[src/rtl/prio_encoder_low_seq.sv]
// Handshaked priority encoder for active-low request vectors (highest-order zero wins),
// with a drain mode. Optional round-robin fixed-mode priority under ROTATE_PRIORITY_EN.
module prio_encoder_low_seq #(
    parameter int WIDTH = 8,
    parameter int IDX_W = $clog2(WIDTH)
) (
    input  logic             clk,
    input  logic             rst,
    input  logic [WIDTH-1:0] c,
    input  logic             mode,
    input  logic             in_valid,
    output logic             in_ready,
    output logic             out_valid,
    input  logic             out_ready,
    output logic [IDX_W-1:0] out_idx,
    output logic             out_found,
    output logic             out_last
);

    typedef enum logic [1:0] {EMPTY, HOLD, DRAIN} state_t;

    state_t           state_q, state_d;
    logic [WIDTH-1:0] pending_q, pending_d;
    logic             mode_r_q, mode_r_d;

    logic [WIDTH-1:0] rev_pend;
    logic [WIDTH-1:0] rev_mask;
    logic [WIDTH-1:0] sel_mask;
    logic [IDX_W-1:0] enc_idx;
    logic             hit;
    logic             busy;
    logic             single;
    logic             hs;
    logic             acc;

`ifdef ROTATE_PRIORITY_EN
    logic [IDX_W-1:0] rr_ptr_q, rr_ptr_d;
    logic [IDX_W-1:0] start_ptr;
    assign start_ptr = (state_q == HOLD) ? rr_ptr_q : '0;
`endif

    // Reversed view makes array position equal to the MSB-relative index.
    assign rev_pend = {<<{pending_q}};
    assign sel_mask = {<<{rev_mask}};

    always_comb begin
        enc_idx  = '0;
        rev_mask = '0;
        hit      = 1'b0;
`ifdef ROTATE_PRIORITY_EN
        for (int unsigned p = 0; p < WIDTH; p++) begin
            if (!hit && rev_pend[p] && (p >= 32'(start_ptr))) begin
                hit         = 1'b1;
                enc_idx     = IDX_W'(p);
                rev_mask[p] = 1'b1;
            end
        end
`endif
        for (int unsigned p = 0; p < WIDTH; p++) begin
            if (!hit && rev_pend[p]) begin
                hit         = 1'b1;
                enc_idx     = IDX_W'(p);
                rev_mask[p] = 1'b1;
            end
        end
    end

    assign busy      = (state_q != EMPTY);
    assign single    = ((pending_q & (pending_q - WIDTH'(1))) == '0);
    assign out_valid = busy;
    assign out_found = busy & (|pending_q);
    assign out_idx   = busy ? enc_idx : '0;
    assign out_last  = busy & (~mode_r_q | single);

    assign hs       = busy & out_ready;
    assign in_ready = (state_q == EMPTY) | (hs & out_last);
    assign acc      = in_valid & in_ready;

    always_comb begin
        state_d   = state_q;
        pending_d = pending_q;
        mode_r_d  = mode_r_q;
        if (acc) begin
            pending_d = ~c;
            mode_r_d  = mode;
            state_d   = mode ? DRAIN : HOLD;
        end else if (hs) begin
            if (state_q == HOLD || out_last) begin
                state_d = EMPTY;
            end else begin
                pending_d = pending_q & ~sel_mask;
            end
        end
    end

`ifdef ROTATE_PRIORITY_EN
    always_comb begin
        rr_ptr_d = rr_ptr_q;
        if (hs && (state_q == HOLD) && out_found) begin
            rr_ptr_d = (out_idx == IDX_W'(WIDTH - 1)) ? '0 : out_idx + IDX_W'(1);
        end
    end
`endif

    always_ff @(posedge clk) begin
        if (rst) begin
            state_q   <= EMPTY;
            pending_q <= '0;
            mode_r_q  <= 1'b0;
`ifdef ROTATE_PRIORITY_EN
            rr_ptr_q  <= '0;
`endif
        end else begin
            state_q   <= state_d;
            pending_q <= pending_d;
            mode_r_q  <= mode_r_d;
`ifdef ROTATE_PRIORITY_EN
            rr_ptr_q  <= rr_ptr_d;
`endif
        end
    end

endmodule

[config.mk]
export PLATFORM = sky130hd
export DESIGN_NAME = prio_encoder_low_seq
export DESIGN_NICKNAME = d
export VERILOG_FILES = /design/src/rtl/prio_encoder_low_seq.sv
export SDC_FILE = /design/constraint.sdc
export NUM_CORES = 1
export LEC_CHECK = 0
export CORE_AREA = 3 3 43 45
export DETAILED_ROUTE_END_ITERATION = 8
export DIE_AREA = 0 0 46 48
export HOLD_SLACK_MARGIN = 0.1
export PLACE_DENSITY = 0.88
export SETUP_SLACK_MARGIN = 0.5
export SYNTH_ARGS = -nofsm -noshare
export SYNTH_HDL_FRONTEND = slang
export SYNTH_SLANG_ARGS = --single-unit
[constraint.sdc]
create_clock -name clk -period 5.3 [get_ports clk]
set_input_delay 0.53 -clock clk [delete_from_list [all_inputs] [get_ports clk]]
set_output_delay 0.53 -clock clk [all_outputs]
set_load 0.02 [all_outputs]
==> metrics, run 1 <==
Tot Pwr 268 µW; first-pass GRT wire length 3160 µm; num rows 14; Die H 48 µm; routability congestion estimate 0.872; post-CTS sizing 0; Cell variety after synth 34; Core Region 0.00151 mm²; Hold Slack 504 ps; Least-Margin Pin Slew 689 ps; Comb pwr share 0.391; ratio of cells with drive above 1 in the final layout 0.167; PortBufs 19; vias in the first global route 736; Final ANT Viol Nets 0; Synth Register Bits 11; grt ovf 0; CTS H-tree depth 1; Yosys Warn Count 0; DP HPWL 1390 µm; Mapped Cells 87; final slew viol count 0; die span in x 46 µm; diode count 0; Post CTS Setup Buffer Count 0; routed length per instance 14.7 µm; Setup crit end kind output pin; clock root cell clkbuf_4; routing usage on met3 0.0338; Slew Limit Headroom 0.536; ys async rst share 0; P_leak 0.000334 µW; clock power share 0.223; Syn Std Cell Area 721 µm²; Startpoint Class flip-flop; synth top area cells dfxtp_1 31%, o21ai_0 6.3%, a21oi_1 5.6%; Final Setup Violations 0; Post-synth EDFFs 0; met2 Use GR 0.316; Achievable Freq 0.307 GHz; Synth Flop Type dfxtp_1; syn nets 100; worst skew pair latency 280 ps; Hold Crit Class reg -> reg; Num CTS Buffers 3; placed cells 120; Die Area 0.00221 mm²; initial DRC count 15; kind of critical path reg -> out; nets 122; area of the multi-input gates 463 µm²; CTS Sinks 11; TritonRoute pass-1 iters 4; drt drc 0; Max VDD drop 0.149 mV; Pwr Density 285 mW/mm²; reg2reg start pending_q[0]$_SDFFE_PP0P_; share of the synthesized area in the top cell type 0.306; fillers 143; Switching Share 0.372; hold_buf cts 0; Storage cell area 220 µm²; CTS tree yes; unrepaired setup endpoints after global routing false; setup TNS 0 ps; area grow syn2layout 30.7%; Via density 6.31; Most Crowded Layer GR met2; Max Root-Sink Buffers 2; DR vias 783; Seq/Total Area, Yosys 0.306; num ports 20; Critical Path AT 2720 ps; Critical Path RT 4770 ps; HP Start state_q[0]$_SDFFE_PP0P_; Pint 169 µW; Crit Path Max Fanout 10; pin count of the biggest net entering global routing 12; clock skew 8.54 ps; Tcrit/Tclk final 0.614; Seq pwr share 0.386; switching pwr 99.7 µW; Finished Layout Cells 124; Post-Route WL 1820 µm; Clock transition at path regs 80 ps; gr usage total 0.193; CP startpoint pending_q[4]$_SDFFE_PP0P_; grt met1 use 0.240; Max Cap Viol 0; initial antenna violation count 0; min Tclk post-route 3250 ps; Hold Vio Cnt, Final 0; cell accounting for the most synthesized area dfxtp_1; Initial Utilization 0.478; status completed; commonest non-fill, non-tap cell in the layout clkdlybuf4s50_1; synthesized area per cell 8.28 µm²; most frequent cells in the layout 19 x clkdlybuf4s50_1, 11 x dfxtp_1, 9 x o21ai_0
-- Yosys cell counts, types with 2 or more instances --
cell and n:
nor3_1 4, o22ai_1 6, nand3_1 2, nor2_2 2, dfxtp_1 11, nand4_1 2
nor2_1 5, a21o_1 2, nand2_1 2, o32ai_1 2, or2_2 6, o21ai_0 9
a21oi_1 8, inv_1 6
-- power by group through the flow --
stage,logic [µW],clock network (µW),registers [µW]
finish,105,59.7,104
floorplan,74.2,0,102
CTS,105,60.8,103
global placement,102,0,104
global route,115,65.3,105
detailed placement,104,0,105
-- area by class of cell --
| cell class | count | share of cell area |
|---|---|---|
| Clock buffer | 4 | 0.0279 |
| Timing Repair Buffer | 19 | 0.202 |
| Tap cell | 16 | 0.0212 |
| Sequential cell | 11 | 0.234 |
| Multi-Input combinational cell | 68 | 0.491 |
| Inverter | 6 | 0.0239 |
-- cell families (layout without fill, tap and decap cells) --
group | after synthesis | after routing | share of synthesized area
AND/OR/NAND/NOR | 26 | 26 | 0.193
buffers and inverters | 8 | 29 | 0.0521
AO/OA/AOI/OAI | 41 | 41 | 0.434
adder cells (fa/ha/maj) | 1 | 1 | 0.0156
flip-flops | 11 | 11 | 0.306
-- worst max-delay path: stages (launching register included) --
cell and delay, ps:
dfxtp_1 360, or4_1 740, o2bb2ai_4 270, o21ai_0 120
a21oi_1 230, or2_2 130, clkdlybuf4s50_1 600
-- state kept, by name, indices dropped and copies added (netlist names) --
register   count
state_q        2
mode_r_q       1
pending_q      8
-- routing by layer --
metal,share of wire,up-vias
li1,-,387
met1,0.46,364
met2,0.47,28
met3,0.054,4
met4,0.014,0
met5,0,-
-- through the flow --
stage | utilization | worst slack, ps | cell area (µm²)
after detailed placement | 0.608 | 2360 | 916
final | 0.625 | 2050 | 942
after floorplan | - | 3070 | 721
after global placement | 0.608 | 2440 | 916
after CTS | 0.625 | 2070 | 942
after global routing | 0.625 | 1910 | 942
-- worst paths after layout --
kind	end	slack, ps	cells past startpoint
worst min-delay path	state_q[0]$_SDFFE_PP0P_	500	2
worst max-delay path	in_ready	2050	6
worst min register to register	state_q[0]$_SDFFE_PP0P_	500	2
worst max register to register	pending_q[1]$_SDFFE_PP0P_	3160	5
Note: power is estimated with default switching activity, not from simulation.
==> inputs of run 2 (changes only) <==
Settings changed: CORE_AREA 3 3 43 45 to 3 3 44 46, DIE_AREA 0 0 46 48 to 0 0 47 49, PLACE_DENSITY 0.88 to 0.85.
Clock period 5.3 ns to 3.32 ns, I/O delays scaled along.
==> metrics, run 2 (synthesis gave the netlist of run 1 again) <==
status completed (unchanged); Clock transition at path regs 70 ps (was 80 ps); grt met1 use 0.242 (was 0.240); DR vias 767 (was 783); Tot Pwr 433 µW (was 268 µW); Most Crowded Layer GR met2 (unchanged); num rows 14 (unchanged); kind of critical path reg -> out (unchanged); area of the multi-input gates 467 µm² (was 463 µm²); CP max stage delay 630 ps (was 740 ps); Final ANT Viol Nets 0 (unchanged); Util after Layout 0.624 (was 0.625); Achievable Freq 0.367 GHz; die span in x 47 µm (was 46 µm); Setup crit end kind output pin (unchanged); gr usage total 0.181 (was 0.193); Post-Route WL 1880 µm (was 1820 µm); Regs by FF count pending_q (8), state_q (2), mode_r_q (1) (unchanged); Max Cap Viol 0 (unchanged); ratio of cells with drive above 1 in the final layout 0.191 (was 0.167); Hold Crit Class reg -> reg (unchanged); vias in the first global route 757 (was 736); CTS Sinks 11 (unchanged); Num CTS Buffers 3 (unchanged); initial antenna violation count 0 (unchanged); initial DRC count 17 (was 15); CTS tree yes (unchanged); met2 Use GR 0.262 (was 0.316); commonest non-fill, non-tap cell in the layout clkdlybuf4s50_1 (unchanged); most frequent cells in the layout 17 x clkdlybuf4s50_1, 11 x dfxtp_1, 9 x o21ai_0 (was 19 x clkdlybuf4s50_1, 11 x dfxtp_1, 9 x o21ai_0); routing usage on met3 0.0332 (was 0.0338); Critical Path AT 2390 ps (was 2720 ps); fillers 147 (was 143); Slew Limit Headroom 0.592 (was 0.536); Max Root-Sink Buffers 2 (unchanged); Least-Margin Pin Slew 606 ps (was 689 ps); max reg flops 8 (unchanged); area grow syn2layout 33.5% (was 30.7%); Final Setup Violations 0 (unchanged); Pwr Density 450 mW/mm² (was 285 mW/mm²); Via density 6.09 (was 6.31); pin count of the biggest net entering global routing 12 (unchanged); hold_buf cts 0 (unchanged); CTS H-tree depth 1 (unchanged); min Tclk post-route 2720 ps; Hold Vio Cnt, Final 0 (unchanged); CP cell instances or4_4 -> o2bb2ai_4 -> o21ai_0 -> a21oi_1 -> clkdlybuf4s50_1 (was or4_1 -> o2bb2ai_4 -> o21ai_0 -> a21oi_1 -> or2_2 -> clkdlybuf4s50_1); Startpoint Class flip-flop (unchanged); worst skew pair latency 270 ps (was 280 ps); slowest stage cell, crit path or4_4 (was or4_1); setup TNS 0 ps (unchanged); DP HPWL 1440 µm (was 1390 µm); num ports 20 (unchanged); Tcrit/Tclk final 0.820; Crit Path Max Fanout 10 (unchanged); Critical Path RT 2990 ps (was 4770 ps); TritonRoute pass-1 iters 4 (unchanged); Max VDD drop 0.254 mV (was 0.149 mV); cell family with most CP delay simple AND/OR/NAND/NOR gates (unchanged); Hold Slack 482 ps (was 504 ps); final slew viol count 0 (unchanged); grt ovf 0 (unchanged); Storage cell area 220 µm² (unchanged); clock skew 4.79 ps (was 8.54 ps); routed length per instance 14.9 µm (was 14.7 µm); Buf+Inv Stages, Crit Path 1 (unchanged); Top reg by flops pending_q (unchanged); Die Area 0.00230 mm² (was 0.00221 mm²); Core Region 0.00154 mm² (was 0.00151 mm²); Die H 49 µm (was 48 µm); first-pass GRT wire length 3150 µm (was 3160 µm); P_leak 0.000359 µW (was 0.000334 µW); PortBufs 19 (unchanged); Initial Utilization 0.468 (was 0.478); diode count 0 (unchanged); unrepaired setup endpoints after global routing false (unchanged); nets 124 (was 122); routability congestion estimate 0.835 (was 0.872); clock root cell clkbuf_4 (unchanged); drt drc 0 (unchanged)
run 2: cell types whose count changed in the layout (fill, tap and decap cells not counted):
| cell | before | now |
|---|---|---|
| or4_4 | 0 | 1 |
| buf_4 | 0 | 2 |
| clkdlybuf4s50_1 | 19 | 17 |
| or4_1 | 1 | 0 |
| dlygate4sd2_1 | 0 | 1 |
| dlymetal6s2s_1 | 0 | 1 |
run 2: through the flow:
step | cells | area, µm² | worst slack (ps)
after floorplan | 87 | 721 | 1290
after global placement | 122 | 931 | 682
after detailed placement | 122 | 931 | 615
after CTS | 126 | 960 | 596
after global routing | 126 | 962 | 512
final | 126 | 962 | 597
run 2: worst paths after layout:
| kind | startpoint | end | slack, ps | cells after the start |
|---|---|---|---|---|
| max | pending_q[4]$_SDFFE_PP0P_ | out_last | 600 | 5 |
| min | state_q[0]$_SDFFE_PP0P_ | state_q[0]$_SDFFE_PP0P_ | 480 | 2 |
| max reg2reg | pending_q[4]$_SDFFE_PP0P_ | pending_q[1]$_SDFFE_PP0P_ | 1370 | 5 |
| min reg2reg | state_q[0]$_SDFFE_PP0P_ | state_q[0]$_SDFFE_PP0P_ | 480 | 2 |
run 2: power by group:
| part | internal, µW | total, µW | leakage, µW | switching (µW) |
|---|---|---|---|---|
| clock network | 46.5 | 94.0 | 0.0000150 | 47.4 |
| logic | 81.9 | 175 | 0.000253 | 92.9 |
| registers | 145 | 165 | 0.0000909 | 19.2 |
| total | 274 | 433 | 0.000359 | 160 |
run 2: metal layers:
metal / vias to the layer above / routed length, µm / part of all wire
met4: 0 / 28 / 0.015
met2: 20 / 898 / 0.48
li1: 387 / - / -
met1: 356 / 866 / 0.46
met3: 4 / 85 / 0.045
met5: - / 0 / 0
run 2: timing repair:
action / in CTS / in global routing
resized for setup: 2 / 1
setup buffers: 0 / 0
endpoints found under the setup margin: 3 / 1
pin swaps: 0 / 0
run 2: layout make-up:
type | count | area share
Tap cell | 16 | 0.0208
Clock buffer | 4 | 0.0273
Inverter | 6 | 0.0234
Sequential cell | 11 | 0.229
Timing Repair Buffer | 21 | 0.215
Multi-Input combinational cell | 68 | 0.485
run 2: tightest hold or removal path, cell delays in order, from the launching register on:
cell and delay (ps):
dfxtp_1 310, o21ai_0 70, a21oi_1 60
==> inputs of run 3 (changes only) <==
Clock period 3.32 ns to 2.7 ns, I/O delays scaled along.
==> metrics, run 3 (synthesis gave the netlist of run 1 again) <==
status completed (unchanged); Achievable Freq 0.444 GHz; Hold Slack 490 ps (was 482 ps); DP HPWL 1490 µm (was 1440 µm); placed inst area 946 µm² (was 931 µm²); routability congestion estimate 0.838 (was 0.835); r2r endpoint pending_q[2]$_SDFFE_PP0P_ (was pending_q[1]$_SDFFE_PP0P_); num rows 14 (unchanged); Final ANT Viol Nets 0 (unchanged); CP startpoint pending_q[4]$_SDFFE_PP0P_ (unchanged); Slew Limit Headroom 0.641 (was 0.592); area grow syn2layout 35.2% (was 33.5%); worst hold endpoint state_q[0]$_SDFFE_PP0P_ (unchanged); first-pass GRT wire length 3300 µm (was 3150 µm); clock skew 2.92 ps (was 4.79 ps); nets 127 (was 124); Hold Vio Cnt, Final 0 (unchanged); setup TNS 0 ps (unchanged); TritonRoute pass-1 iters 4 (unchanged); kind of critical path reg -> out (unchanged); num ports 20 (unchanged); Post-Route WL 1990 µm (was 1880 µm); Finished Layout Cells 129 (was 126); PortBufs 19 (unchanged); Max Cap Viol 0 (unchanged); Clock transition at path regs 80 ps (was 70 ps); Tot Pwr 556 µW (was 433 µW); Critical Path AT 1980 ps (was 2390 ps); Regs by FF count pending_q (8), state_q (2), mode_r_q (1) (unchanged); Initial Utilization 0.468 (unchanged); max reg flops 8 (unchanged); Tcrit/Tclk final 0.833; Least-Margin Pin Slew 536 ps (was 606 ps); routing usage on met3 0.0332 (unchanged); hold_buf cts 0 (unchanged); Setup crit end kind output pin (unchanged); grt met1 use 0.241 (was 0.242); Die Area 0.00230 mm² (unchanged); final slew viol count 0 (unchanged); die span in x 47 µm (unchanged); commonest non-fill, non-tap cell in the layout clkdlybuf4s50_1 (unchanged); Pwr Density 570 mW/mm² (was 450 mW/mm²); DR vias 808 (was 767); CTS tree yes (unchanged); Reg2Reg Setup Slack 710 ps (was 1370 ps); diode count 0 (unchanged); unrepaired setup endpoints after global routing true (was false); initial DRC count 21 (was 17); HP Start state_q[0]$_SDFFE_PP0P_ (unchanged); Crit Path Max Fanout 7 (was 10); P_leak 0.000372 µW (was 0.000359 µW); vias in the first global route 775 (was 757); gr usage total 0.190 (was 0.181); routed length per instance 15.4 µm (was 14.9 µm); Via density 6.26 (was 6.09); CTS H-tree depth 1 (unchanged); Num CTS Buffers 3 (unchanged); Most Crowded Layer GR met2 (unchanged); Hold Crit Depth 2 (unchanged); reg2reg start pending_q[4]$_SDFFE_PP0P_ (unchanged); initial antenna violation count 0 (unchanged); Top reg by flops pending_q (unchanged); most frequent cells in the layout 13 x clkdlybuf4s50_1, 10 x dfxtp_1, 8 x a21oi_1, 8 x o21ai_0 (was 17 x clkdlybuf4s50_1, 11 x dfxtp_1, 9 x o21ai_0); worst r2r path cells 6 (was 5); Startpoint Class flip-flop (unchanged); Critical Path RT 2430 ps (was 2990 ps); pin count of the biggest net entering global routing 12 (unchanged); fin area 975 µm² (was 962 µm²); Die H 49 µm (unchanged); ratio of cells with drive above 1 in the final layout 0.283 (was 0.191); grt ovf 0 (unchanged); placed cells 124 (was 122); clock root cell clkbuf_4 (unchanged); CTS Sinks 11 (unchanged); worst skew pair latency 280 ps (was 270 ps); min Tclk post-route 2250 ps; Hold Crit Class reg -> reg (unchanged); Core Region 0.00154 mm² (unchanged); Final Setup Violations 0 (unchanged); Max Root-Sink Buffers 2 (unchanged); met2 Use GR 0.290 (was 0.262); Max VDD drop 0.341 mV (was 0.254 mV); drt drc 0 (unchanged)
## run 3: repair_timing
action	4_1_cts	5_1_grt
gates resized for setup	18	8
setup buffers	0	1
pin swaps	1	3
endpoints found under the setup margin	6	5
## run 3: area by class of cell
class / count / area, µm²
well taps: 16 / 20.0
repair buffers: 24 / 201
fillers: 133 / 567
flip-flops and latches: 11 / 221
clock buffers: 4 / 26.3
multi-input cells: 68 / 483
inverters: 6 / 22.5
## run 3: per-layer routing
metal  vias to the layer above  wire length [µm]
met1                       375               852
li1                        395                 -
met2                        33               924
met5                         -                 0
met4                         0                46
met3                         5               171
## run 3: power breakdown
group / internal (µW) / switching (µW)
logic: 107 / 124
clock network: 57.4 / 63.2
registers: 179 / 25.8
## run 3: worst max-delay path, cell delays in order (launching register included)
cell       delay (ps)
dfxtp_2           350
or4_4             610
o2bb2ai_4         180
o21ai_1            90
a21oi_1           180
or2_2             130
buf_2             150
## run 3: how the worst max path moves through the flow
stage                to  slack [ps]  cells after the start
2_1_floorplan  out_last         730                      5
3_5_place_dp   in_ready         110                      6
5_1_grt        in_ready         370                      6
6_report       in_ready         450                      6
3_3_place_gp   in_ready         160                      6
4_1_cts        in_ready         280                      6
## run 3: stage by stage
stage / utilization / worst slack (ps)
floorplan: - / 729
global placement: 0.614 / 159
detailed placement: 0.614 / 110
CTS: 0.635 / 280
global route: 0.632 / 375
finish: 0.632 / 450
